## config.mk

```make
export PLATFORM = sky130hd
export DESIGN_NAME = tdm_demux4
export DESIGN_NICKNAME = d
export VERILOG_FILES = /design/src/rtl/tdm_demux4.sv
export SDC_FILE = /design/constraint.sdc
export NUM_CORES = 1
export LEC_CHECK = 0
export CAP_MARGIN = 0
export CORE_AREA = 2 2 39 41
export DETAILED_ROUTE_END_ITERATION = 10
export DIE_AREA = 0 0 41 43
export PLACE_DENSITY = 0.67
export SYNTH_ARGS = -nofsm -noshare
export SYNTH_HDL_FRONTEND = slang
export SYNTH_SLANG_ARGS = --single-unit
```

## constraint.sdc

```tcl
create_clock -name clk -period 3.02 [get_ports clk]
set_clock_uncertainty 0.05 [all_clocks]
set_input_delay 0.604 -clock clk [delete_from_list [all_inputs] [get_ports clk]]
set_output_delay 0.604 -clock clk [all_outputs]
set_load 0.005 [all_outputs]
```

## src/rtl/tdm_demux4.sv

```systemverilog
// 4-slot TDM receive demux: rebuilds y from 4 accepted strobes; FRAME_ERR_EN adds an err pulse.
// Latency 1 clk from the slot-3 strobe to y/valid; no backpressure, en=0 freezes all state.
`timescale 1ns/1ps
module tdm_demux4 #(
  parameter int LSB_FIRST = 1
) (
  input  logic       clk,
  input  logic       reset,
  input  logic       din,
  input  logic       sync,
  input  logic       en,
  output logic [3:0] y,
  output logic [1:0] c,
  output logic       valid
`ifdef FRAME_ERR_EN
  ,
  output logic       err
`endif
);

  typedef enum logic {IDLE, RUN} state_t;

  state_t     state;
  logic [2:0] shadow;
  logic [3:0] frame_word;
  logic [3:0] frame_mapped;

  // frame_word[k] holds slot k; the final slot is taken straight from din
  assign frame_word   = {din, shadow};
  assign frame_mapped = (LSB_FIRST != 0) ? frame_word
                      : {frame_word[0], frame_word[1], frame_word[2], frame_word[3]};

  always_ff @(posedge clk) begin
    if (reset) begin
      state  <= IDLE;
      c      <= 2'd0;
      y      <= 4'b0000;
      valid  <= 1'b0;
      shadow <= 3'b000;
`ifdef FRAME_ERR_EN
      err    <= 1'b0;
`endif
    end else begin
      valid <= 1'b0;
`ifdef FRAME_ERR_EN
      err   <= 1'b0;
`endif
      if (en) begin
        case (state)
          IDLE: begin
            if (sync) begin
              shadow[0] <= din;
              c         <= 2'd1;
              state     <= RUN;
            end
          end
          RUN: begin
            if (c == 2'd0) begin
`ifdef FRAME_ERR_EN
              if (sync) begin
                shadow[0] <= din;
                c         <= 2'd1;
              end else begin
                err   <= 1'b1;
                state <= IDLE;
              end
`else
              shadow[0] <= din;
              c         <= 2'd1;
`endif
            end else if (sync) begin
              // mid-frame sync: drop the partial frame and restart on this bit
              shadow[0] <= din;
              c         <= 2'd1;
`ifdef FRAME_ERR_EN
              err       <= 1'b1;
`endif
            end else if (c == 2'd3) begin
              y     <= frame_mapped;
              valid <= 1'b1;
              c     <= 2'd0;
            end else begin
              shadow[c] <= din;
              c         <= c + 2'd1;
            end
          end
        endcase
      end
    end
  end

endmodule

```

==> flow_summary_export.csv <==
group,metric,value,unit
outcome,status,"finished clean",
drt,drt_iter0_markers,7,
power_and_ir_drop,ir_drop,242,uV
drt,drc,0,
drt,ant_nets,0,
synthesis,syn_avg_cell_area,10.3,um^2
worst_setup_path,cp.arrival,1.28,ns
synthesis,syn_nets,63,
drt,via_per_inst,5.13,
floorplan,rows,14,
global_route,antenna_found_initial,0,
global_route,gr-total-overflow,0,
clocking,hold_buffers,0,
worst_setup_path,max_stage_delay,0.55,ns
worst_setup_path,crit_family,"buffers and inverters",
cells_and_area,antenna_cells,0,
power_and_ir_drop,power.density,412,nW/um^2
cells_and_area,layout.nets,77,
clocking,clock_latency,0.28,ns
global_route,grt_pass1_wl,1610,um
synthesis,synth.most_common_cell,"dfxtp_1",
floorplan,dieArea,1760,um^2
synthesis,netlist_instances,53,
cells_and_area,multiInputGateArea,302,um^2
cells_and_area,regArea,220,um^2
floorplan,die_x,41,um
timing,hold_violations,0,
timing,relSlewSlack,77.1,%
synthesis,synth-main-ff-cell,"dfxtp_1",
synthesis,ys_async_sr_fraction,0,%
timing,slew_violations,0,
clocking,post_cts_resized,0,
floorplan,coreArea,1380,um^2
worst_setup_path,crit_required,2.37,ns
power_and_ir_drop,leakagePower,0.295,nW
global_route,grt_pass1_vias,407,
synthesis,synth-edff-count,0,
drt,drt_wl_total,979,um
clocking,cts_setup_buffers,0,
drt,wire_per_inst,11.9,um
timing,rsz0062_at_grt,"false",
placement,place_congestion,0.711,
placement,io_buffers,11,
synthesis,netlist_area,548,um^2
clocking,root_buffer,"clkbuf_4",
drt,vias,421,
floorplan,ios,12,
min_path,worst_hold_path_type,"flop to flop",
worst_setup_path,cp_num_buf_inv,1,
synthesis,ys_top_cells_by_area,"dfxtp_1 40%, mux2i_1 13%, ha_1 11%",
clocking,h-tree-depth,1,
synthesis,synth-seq-cells,11,
timing,holdWs,0.431,ns
clocking,cts.sinks,11,
floorplan,die_h,43,um
worst_setup_path,cpMaxStageDelayCell,"clkdlybuf4s50_1",
worst_setup_path,path_cells,"clkdlybuf4s50_1",
clocking,cts_buffer_depth,2,
synthesis,ys_seq_area_share,40.2,%
synthesis,synthTopCellsByCount,"11 x dfxtp_1, 8 x nand2b_1, 7 x mux2i_1",
timing,fmax,516,MHz
worst_setup_path,path_class,"flop to output port",
timing,period_share,64.1,%
clocking,tritoncts,"yes",
clocking,cts.reportedPaths.clkPinSlew,0.07,ns
synthesis,synth_top_cell_by_area,"dfxtp_1",
global_route,grt_usage,13.8,%
synthesis,synth_top_area_share,40.2,%
global_route,grt_max_degree,13,
clocking,cts_buffers,3,
cells_and_area,area_delta_synth_final,25.8,%
timing,fin_crit,1.94,ns
timing,setup_viol,0,
floorplan,initial_core_util,39.6,%
synthesis,yosysUniqueCellTypes,19,
worst_setup_path,path_max_fanout,7,
synthesis,ys_warn_count,0,
drt,drtPass1Iterations,4,
cells_and_area,n_fill_cell,136,
timing,tightest_slew,0.342,ns
worst_setup_path,cp-start-kind,"flop",
cells_and_area,drive_gt1_share,7.58,%
timing,setup_tns,0,ns
flow_run,max-cap-violations,0,
worst_setup_path,end_kind,"output port",
==> per-stage QoR <==
stage          std cells  instance area [um^2]  worst slack, ns  total power [mW]  util (%)
2_1_floorplan         53                   548             1.62             0.172         -
3_3_place_gp          78                   663             1.10             0.183      47.9
3_5_place_dp          78                   663             1.10             0.183      47.9
4_1_cts               82                   689             1.08             0.285      49.8
5_1_grt               82                   689             1.04             0.294      49.8
6_report              82                   689             1.08             0.284      49.8
==> final timing paths <==
| check | from | to | slack, ns | depth (start not counted) |
|---|---|---|---|---|
| hold / removal | y[1] | y[1] | 0.43 | 2 |
| setup / recovery | c[1] | c[1] | 1.08 | 1 |
| setup reg to reg | c[0] | y[3] | 1.43 | 5 |
| hold reg to reg | y[1] | y[1] | 0.43 | 2 |
==> layout make-up <==
class / count / area share, %
multi-input combinational: 37 / 43.7
inverter: 3 / 1.63
timing repair buffer: 11 / 16.0
tap: 16 / 2.90
clock buffer: 4 / 3.81
sequential: 11 / 31.9
==> flip-flops by register name, summed over array words and instances, names as in the netlist <==
signal / cells
y: 4
shadow: 3
c: 2
valid: 1
state: 1
==> per-layer routing <==
metal  up-vias  GRT usage, %  part of all wire, %  routed length, um
met3         5          1.57                  3.8                 37
met2        11          22.2                   48                467
met1       198          14.7                   44                430
met4         0          12.0                  4.4                 43
met5         -             0                    0                  0
li1        207             -                    -                  -
==> power by group <==
group	switching (mW)	internal (mW)	total (mW)
Sequential	0.00351	0.148	0.151
Clock	0.0525	0.0513	0.104
Combinational	0.0134	0.0154	0.0287
Total	0.0694	0.215	0.284
==> placed cells by master, fill, tap and decap left out, drive strengths merged <==
| cell | synthesis | final |
|---|---|---|
| dfxtp | 11 | 11 |
| clkdlybuf4s50 | 0 | 11 |
| nand2b | 8 | 8 |
| mux2i | 7 | 7 |
| ha | 5 | 5 |
| nor2 | 4 | 4 |
| clkbuf | 1 | 4 |
| inv | 3 | 3 |
| a32oi | 2 | 2 |
| nand4b | 2 | 2 |
| and2 | 1 | 1 |
| o21ai | 1 | 1 |
| nand3 | 1 | 1 |
| a21oi | 1 | 1 |
| a21o | 1 | 1 |
| nor2b | 1 | 1 |
| nand2 | 1 | 1 |
| o22ai | 1 | 1 |
| a221oi | 1 | 1 |
==> cell families (layout without fill, tap and decap cells) <==
family,count (synthesis),after routing,synth area share [%]
fa+ha+maj,5,5,11.4
simple gates,18,18,21.7
flops,11,11,40.2
buf+inv,5,18,4.79
mux,7,7,12.8
compound gates,7,7,9.13
Note: power is estimated with default switching activity, not from simulation.
